File: src/rtl/elevator_motion_ctrl.sv
// Four-floor elevator car sequencer: IDLE -> MOVE -> DOOR, timed in slow-clock ticks.
// Optional feature macro: ELEVATOR_DOOR_HOLD_EN (adds door_hold input).
module elevator_motion_ctrl #(
  parameter int unsigned TRAVEL_TICKS = 4,
  parameter int unsigned DOOR_TICKS   = 6
) (
  input  logic       clk,
  input  logic       rst_n,
  input  logic       tick,
  input  logic       go,
  input  logic [3:0] des,
`ifdef ELEVATOR_DOOR_HOLD_EN
  input  logic       door_hold,
`endif
  output logic [3:0] cs,
  output logic       moving,
  output logic       dir_up,
  output logic       door_open,
  output logic       arrived,
  output logic       busy
);

  localparam int unsigned TMAX = (TRAVEL_TICKS > DOOR_TICKS) ? TRAVEL_TICKS : DOOR_TICKS;
  localparam int unsigned TW   = $clog2(TMAX) + 1;
  localparam logic [TW-1:0] TRAVEL_LAST = TW'(TRAVEL_TICKS - 1);
  localparam logic [TW-1:0] DOOR_LAST   = TW'(DOOR_TICKS - 1);

  typedef enum logic [1:0] {
    IDLE = 2'd0,
    MOVE = 2'd1,
    DOOR = 2'd2
  } state_e;

  state_e        state_q, state_d;
  logic [TW-1:0] timer_q, timer_d;
  logic [3:0]    cs_q, cs_d;
  logic [3:0]    tgt_q, tgt_d;
  logic          dir_up_q, dir_up_d;
  logic          arrived_q, arrived_d;
  logic          moving_q, moving_d;
  logic          door_open_q, door_open_d;
  logic          busy_q, busy_d;
  logic          des_valid;
  logic          hold;

  always_comb begin
`ifdef ELEVATOR_DOOR_HOLD_EN
    hold = door_hold;
`else
    hold = 1'b0;
`endif
  end

  assign des_valid = (des != 4'b0000) && ((des & (des - 4'd1)) == 4'b0000);

  always_comb begin
    state_d   = state_q;
    timer_d   = timer_q;
    cs_d      = cs_q;
    tgt_d     = tgt_q;
    dir_up_d  = dir_up_q;
    arrived_d = 1'b0;
    case (state_q)
      IDLE: begin
        if (des_valid && (des == cs_q) && (go || hold)) begin
          state_d = DOOR;
          timer_d = '0;
        end else if (des_valid && go && (des != cs_q)) begin
          state_d  = MOVE;
          timer_d  = '0;
          tgt_d    = des;
          dir_up_d = (des > cs_q);
        end
      end
      MOVE: begin
        if (tick) begin
          if (timer_q == TRAVEL_LAST) begin
            timer_d = '0;
            // End-floor guard: stop with the door rather than shifting out of range.
            if (dir_up_q ? cs_q[3] : cs_q[0]) begin
              state_d = DOOR;
            end else begin
              cs_d = dir_up_q ? (cs_q << 1) : (cs_q >> 1);
              if (cs_d == tgt_q) begin
                state_d   = DOOR;
                arrived_d = 1'b1;
              end
            end
          end else begin
            timer_d = timer_q + TW'(1);
          end
        end
      end
      DOOR: begin
        if (hold) begin
          timer_d = '0;
        end else if (tick) begin
          if (timer_q == DOOR_LAST) begin
            state_d = IDLE;
            timer_d = '0;
          end else begin
            timer_d = timer_q + TW'(1);
          end
        end
      end
      default: begin
        state_d = IDLE;
        timer_d = '0;
      end
    endcase
    moving_d    = (state_d == MOVE);
    door_open_d = (state_d == DOOR);
    busy_d      = (state_d != IDLE);
  end

  always_ff @(posedge clk) begin
    if (!rst_n) begin
      state_q     <= IDLE;
      timer_q     <= '0;
      cs_q        <= 4'b0001;
      tgt_q       <= 4'b0001;
      dir_up_q    <= 1'b0;
      arrived_q   <= 1'b0;
      moving_q    <= 1'b0;
      door_open_q <= 1'b0;
      busy_q      <= 1'b0;
    end else begin
      state_q     <= state_d;
      timer_q     <= timer_d;
      cs_q        <= cs_d;
      tgt_q       <= tgt_d;
      dir_up_q    <= dir_up_d;
      arrived_q   <= arrived_d;
      moving_q    <= moving_d;
      door_open_q <= door_open_d;
      busy_q      <= busy_d;
    end
  end

  assign cs        = cs_q;
  assign moving    = moving_q;
  assign dir_up    = dir_up_q;
  assign door_open = door_open_q;
  assign arrived   = arrived_q;
  assign busy      = busy_q;

endmodule

File: config.mk
export PLATFORM = sky130hd
export DESIGN_NAME = elevator_motion_ctrl
export DESIGN_NICKNAME = d
export VERILOG_FILES = /design/src/rtl/elevator_motion_ctrl.sv
export SDC_FILE = /design/constraint.sdc
export NUM_CORES = 1
export LEC_CHECK = 0
export BUFFER_PORTS_ARGS = -buffer_cell sky130_fd_sc_hd__buf_2
export CAP_MARGIN = 20
export CORE_UTILIZATION = 54
export CTS_BUF_LIST = sky130_fd_sc_hd__clkbuf_16
export CTS_CLUSTER_DIAMETER = 200
export CTS_CLUSTER_SIZE = 25
export DETAILED_ROUTE_END_ITERATION = 16
export MAX_ROUTING_LAYER = met4
export PLACE_DENSITY = 0.76
export SLEW_MARGIN = 20
export SYNTH_ARGS = -nofsm -noshare
export SYNTH_HDL_FRONTEND = slang
export SYNTH_SLANG_ARGS = --single-unit
File: constraint.sdc
create_clock -name clk -period 1.95 [get_ports clk]
set_input_delay 0.0975 -clock clk [delete_from_list [all_inputs] [get_ports clk]]
set_output_delay 0.0975 -clock clk [all_outputs]
set_load 0.005 [all_outputs]
==> run_results.csv, run 1 <==
group,metric,value,unit
logic_synthesis,synth_top_cells_by_area,"dfxtp_1 (33%), ha_1 (11%), mux2i_1 (6.1%)",
cts,cts.sinks,19,
floorplan,dieArea,2320,µm²
floorplan,core,1980,µm²
placement,dp.final_hpwl,1770,µm
pwr,p_int,0.734,mW
pwr,switching_share,23.7,%
placement,io_buffers,16,
global_route,overflow,0,
route,drt_iter0_drc,13,
logic_synthesis,async_reset_ff_share,0,%
route,post_drt_via_cell_ratio,5.46,
logic_synthesis,synth_area,1150,µm²
logic_synthesis,seq_area_frac_synth,33.1,%
worst_setup_path,slowest_delay,0.41,ns
timing,slew_headroom,68.0,%
pwr,p_leak,0.570,nW
cts,clk_latency,0.25,ns
worst_setup_path,crit_required,2.10,ns
timing,finalClockSkew,0.00141,ns
layout,area_delta_synth_final,21.3,%
worst_setup_path,crit_family,"compound AO/OA/AOI/OAI gates",
worst_setup_path,cpMaxStageDelayCell,"dfxtp_2",
logic_synthesis,yosysWarnings,0,
worst_setup_path,crit_buf_inv,0,
route,drc,0,
worst_setup_path,worstSetupStartpointType,"register",
floorplan,pin_count,17,
pwr,totalPowerFinal,0.962,mW
cts,cts_hold_buf,0,
timing,finalCritPeriodShare,91.8,%
pwr,peakVddDrop,0.521,mV
placement,gp_congestion,0.870,
cts,clk_path_buf_depth,2,
timing,fmax,558,MHz
worst_setup_path,cp-end-kind,"register",
route,postRouteAntennaNets,0,
status,outcome,"complete, no violations",
pwr,p_switching,0.228,mW
floorplan,rows,16,
route,drt_wl_total,2390,µm
flow_run,maxCapViolCount,0,
cts,h-tree-depth,1,
timing,post-route-min-period,1.79,ns
pwr,pwr-share-clk,43.2,%
cts,numCtsBuffers,3,
global_route,grt_antenna_before_repair,0,
timing,final_max_slew_viol_count,0,
logic_synthesis,synth_cell_types,37,
logic_synthesis,synth_edf_count,0,
logic_synthesis,synthTopCellsByCount,"dfxtp_1 (19), inv_1 (11), ha_1 (10)",
placement,pre_cts_slack,0.0438,ns
floorplan,die_x,48.1,µm
min_path,hold_class,"in -> reg",
route,first_pass_iters,4,
cts,clk_pin_slew_worst_paths,0.05,ns
pwr,pwr-share-comb,13.5,%
floorplan,die_h,48.1,µm
logic_synthesis,synth_cells,126,
worst_setup_path,crit_type,"reg -> reg",
logic_synthesis,synth.ff_latch_count,19,
cts,root_buffer,"clkbuf_16",
pwr,power_frac_seq,43.3,%
cts,cts_tree,"built",
placement,dp.cells,173,
layout,stdcell_count,177,
timing,hold_viol,0,
timing,fin_tns_setup,0,ns
global_route,grt_max_degree,13,
layout,drive_gt1_share,26.0,%
logic_synthesis,syn_nets,144,
logic_synthesis,yosysTopAreaCell,"dfxtp_1",
timing,setup_viol,0,
route,wire_per_inst,13.5,µm
floorplan,start_util,58.0,%
layout,postLayoutCoreUtil,70.4,%
layout,nNetsFinal,169,
global_route,grt_pass1_vias,853,
pwr,power_density,689,nW/µm²
timing,worst_pin_slew,0.480,ns
timing,setup_ws,0.159,ns
logic_synthesis,yosysTopAreaCellShare,33.1,%
worst_setup_path,crit_fanout,7,
worst_setup_path,cp_data_arrival_time,1.94,ns
logic_synthesis,synth.avg_cell_area,9.13,µm²
global_route,grt_pass1_wl,3520,µm
route,vias,966,
global_route,grtUsageTotal,23.2,%
logic_synthesis,synth_most_common_cell,"dfxtp_1",
layout,antenna_cells,0,
logic_synthesis,synth_top_flop_cell,"dfxtp_1",
worst_setup_path,crit_chain,"mux2i_2 -> xnor2_1 -> o31ai_2 -> a211oi_1 -> o41a_1 -> and2_1",
==> metrics by stage <==
stage | cell area [µm²] | hold WS, ns
final | 1400 | 0.124
after global routing | 1400 | 0.130
after CTS | 1370 | 0.123
after detailed placement | 1290 | 0.383
after global placement | 1290 | 0.376
after floorplan | 1150 | 0.226
==> cells by family (layout without fill, tap and decap cells) <==
logic type                 count (synthesis)  count (layout)  share of synthesized area [%]
xor gates and xnor gates                   6               6                           4.57
DFF                                       19              19                           33.1
AOI/OAI and AO/OA                         26              26                           16.2
muxes                                      8               8                           7.29
buffers and inverters                     13              37                           4.90
adders and majority gates                 10              10                           10.9
and+or+nand+nor                           44              44                           23.1
==> cell type report <==
class,instances,area [µm²]
fillers,159,587
well taps,27,33.8
flip-flops and latches,19,382
inverters,11,41.3
clock inverters,1,3.75
clock buffers,3,75.1
multi-input cells,94,734
repair buffers,22,125
==> layout by cell type, fill, tap and decap left out, types with 3 or more instances in the layout <==
cell type / netlist / layout
a21oi_1: 6 / 6
and2_1: 4 / 4
buf_2: 0 / 16
buf_4: 0 / 6
clkbuf_16: 0 / 3
dfxtp_1: 19 / 18
ha_1: 10 / 10
inv_1: 11 / 12
mux2i_1: 7 / 6
nand2_1: 8 / 8
nor2_1: 9 / 9
nor2b_1: 4 / 4
o21ai_0: 8 / 8
xor2_1: 4 / 4
==> layer usage <==
| metal | vias up | GRT usage [%] | wire [µm] |
|---|---|---|---|
| met5 | - | - | 0 |
| met1 | 439 | 26.1 | 1100 |
| met4 | 0 | 12.2 | 57 |
| li1 | 499 | - | - |
| met2 | 22 | 37.6 | 1150 |
| met3 | 6 | 5.93 | 77 |
==> power groups by stage <==
| stage | sequential, mW | clock (mW) | combinational, mW |
|---|---|---|---|
| after global placement | 0.423 | 0 | 0.120 |
| after global routing | 0.417 | 0.435 | 0.146 |
| after floorplan | 0.419 | 0 | 0.0852 |
| after CTS | 0.415 | 0.419 | 0.125 |
| after detailed placement | 0.423 | 0 | 0.124 |
| final | 0.416 | 0.415 | 0.130 |
==> flip-flops by register name (all words and copies together) (netlist names), 2 cells and up <==
signal	count
cs	4
tgt_q	4
timer_q	4
state_q	2
==> what timing repair did <==
item	4_1_cts	5_1_grt
buffers inserted	0	0
resized for setup	0	5
setup endpoints to repair	0	5
==> worst paths after layout <==
check	from	to	slack [ns]	cells past startpoint
hold reg to reg	timer_q[1]$_SDFFE_PN0P_	timer_q[1]$_SDFFE_PN0P_	0.50	2
hold / removal	rst_n	tgt_q[0]$_SDFFE_PN1P_	0.12	2
setup reg to reg	dir_up$_SDFFE_PN0P_	moving$_SDFF_PN0_	0.16	6
setup / recovery	dir_up$_SDFFE_PN0P_	moving$_SDFF_PN0_	0.16	6
Note: power is estimated with default switching activity, not from simulation.
==> run 2: changes to the inputs <==
--- a/config.mk
+++ b/config.mk
@@ -14,6 +14,7 @@
 export DETAILED_ROUTE_END_ITERATION = 16
 export MAX_ROUTING_LAYER = met4
 export PLACE_DENSITY = 0.76
+export RECOVER_POWER = 25
 export SLEW_MARGIN = 20
 export SYNTH_ARGS = -nofsm -noshare
 export SYNTH_HDL_FRONTEND = slang
==> run 2 against run 1 <==
Effect of this change:
- sequential share of layout area up 0.074 points
- non-clock buffer count did not move
- clock power about the same
- global-route usage unchanged
- combinational power hardly changed
- clock skew about the same
- critical path depth stayed put
- hold slack barely moved
- sequential power hardly changed
==> run_results.csv, run 2 (synthesized netlist as in run 1, its figures left out) <==
group,metric,value,unit
pwr,power_density,691,nW/µm²
worst_setup_path,crit_required,2.10,ns
global_route,grt_pass1_vias,853,
global_route,grt_max_degree,13,
route,post_drt_via_cell_ratio,5.43,
floorplan,die_x,48.1,µm
cts,h-tree-depth,1,
route,vias,961,
timing,setup_ws,0.161,ns
floorplan,start_util,58.0,%
timing,slew_headroom,67.9,%
cts,clk_pin_slew_worst_paths,0.05,ns
cts,cts.sinks,19,
floorplan,die_h,48.1,µm
global_route,grtUsageTotal,23.2,%
flow_run,maxCapViolCount,0,
layout,finish.instance_area,1390,µm²
layout,antenna_cells,0,
cts,cts_tree,"built",
placement,place_area,1290,µm²
route,first_pass_iters,4,
pwr,peakVddDrop,0.521,mV
worst_setup_path,slowest_delay,0.41,ns
worst_setup_path,crit_type,"reg -> reg",
worst_setup_path,cpMaxStageDelayCell,"dfxtp_2",
cts,cts_setup_buffers,0,
worst_setup_path,crit_fanout,7,
global_route,grt_pass1_wl,3520,µm
layout,nNetsFinal,169,
worst_setup_path,cp-end-kind,"register",
layout,layout_commonest_cell,"dfxtp_1",
floorplan,core,1980,µm²
min_path,hold_class,"in -> reg",
floorplan,dieArea,2320,µm²
worst_setup_path,crit_chain,"mux2i_2 -> xnor2_1 -> o31ai_2 -> a211oi_1 -> o41a_1 -> and2_1",
worst_setup_path,cp_data_arrival_time,1.94,ns
layout,final_cell_mix,"dfxtp_1 (18), buf_2 (13), inv_1 (12), ha_1 (10), nor2_1 (9)",
route,drt_wl_total,2390,µm
placement,pre_cts_slack,0.0438,ns
cts,cts_hold_buf,0,
global_route,grt_antenna_before_repair,0,
placement,gp_congestion,0.870,
timing,worst_pin_slew,0.480,ns
layout,area_delta_synth_final,21.0,%
pwr,p_leak,0.561,nW
placement,io_buffers,16,
timing,post-route-min-period,1.79,ns
timing,finalCritPeriodShare,91.8,%
layout,drive_gt1_share,24.0,%
timing,setup_viol,0,
status,outcome,"complete, no violations",
floorplan,pin_count,17,
cts,cts.repair.resized,0,
route,drt_iter0_drc,9,
timing,finalClockSkew,0.00146,ns
timing,hold_viol,0,
floorplan,rows,16,
cts,root_buffer,"clkbuf_16",
route,postRouteAntennaNets,0,
worst_setup_path,worstSetupStartpointType,"register",
timing,fmax,559,MHz
cts,clk_latency,0.25,ns
route,wire_per_inst,13.5,µm
cts,numCtsBuffers,3,
global_route,overflow,0,
layout,postLayoutCoreUtil,70.2,%
route,drc,0,
placement,dp.final_hpwl,1770,µm
timing,final_max_slew_viol_count,0,
cts,clk_path_buf_depth,2,
[run 2: changes by cell type in the layout (fill, tap and decap cells not counted)]
| cell | change |
|---|---|
| buf_2 | -3 |
| clkbuf_1 | +3 |
[run 2: critical path, delay by kind of cell (launching register included)]
kind | cells | cell delay (ns)
multiplexers | 1 | 0.27
XOR/XNOR | 1 | 0.12
AND/OR/NAND/NOR | 1 | 0.16
AO/OA/AOI/OAI | 3 | 0.73
flip-flops | 1 | 0.41
[run 2: stage by stage]
stage	total power [mW]	setup TNS [ns]	std cells	hold slack, ns
2_1_floorplan	0.504	0	126	0.226
3_3_place_gp	0.543	0	173	0.376
3_5_place_dp	0.547	0	173	0.383
4_1_cts	0.960	0	177	0.123
5_1_grt	0.998	-0.000936	177	0.130
6_report	0.961	0	177	0.124
[run 2: report_power, final]
part	switching (mW)	internal [mW]	total, mW
clock network	0.143	0.273	0.415
logic	0.0716	0.0579	0.130
registers	0.0139	0.402	0.416
[run 2: area by class of cell]
type	instances	area, µm²
multi-input cells	94	734
inverters	11	41.3
fillers	160	591
well taps	27	33.8
flip-flops and latches	19	382
repair buffers	22	121
clock buffers	3	75.1
clock inverters	1	3.75
[run 2: worst paths after layout]
| path | depth (start not counted) | endpoint | slack (ns) | startpoint |
|---|---|---|---|---|
| worst max-delay path | 6 | moving$_SDFF_PN0_ | 0.16 | dir_up$_SDFFE_PN0P_ |
| worst min-delay path | 2 | tgt_q[0]$_SDFFE_PN1P_ | 0.12 | rst_n |
| worst max register to register | 6 | moving$_SDFF_PN0_ | 0.16 | dir_up$_SDFFE_PN0P_ |
| worst min register to register | 2 | timer_q[1]$_SDFFE_PN0P_ | 0.50 | timer_q[1]$_SDFFE_PN0P_ |
[run 2: routing by layer]
metal / track usage, % / vias to the layer above / part of all wire, %
met5: - / - / 0
met4: 12.2 / 0 / 2.4
met3: 5.93 / 6 / 3.3
met2: 37.6 / 22 / 48
met1: 26.1 / 434 / 46
li1: - / 499 / -
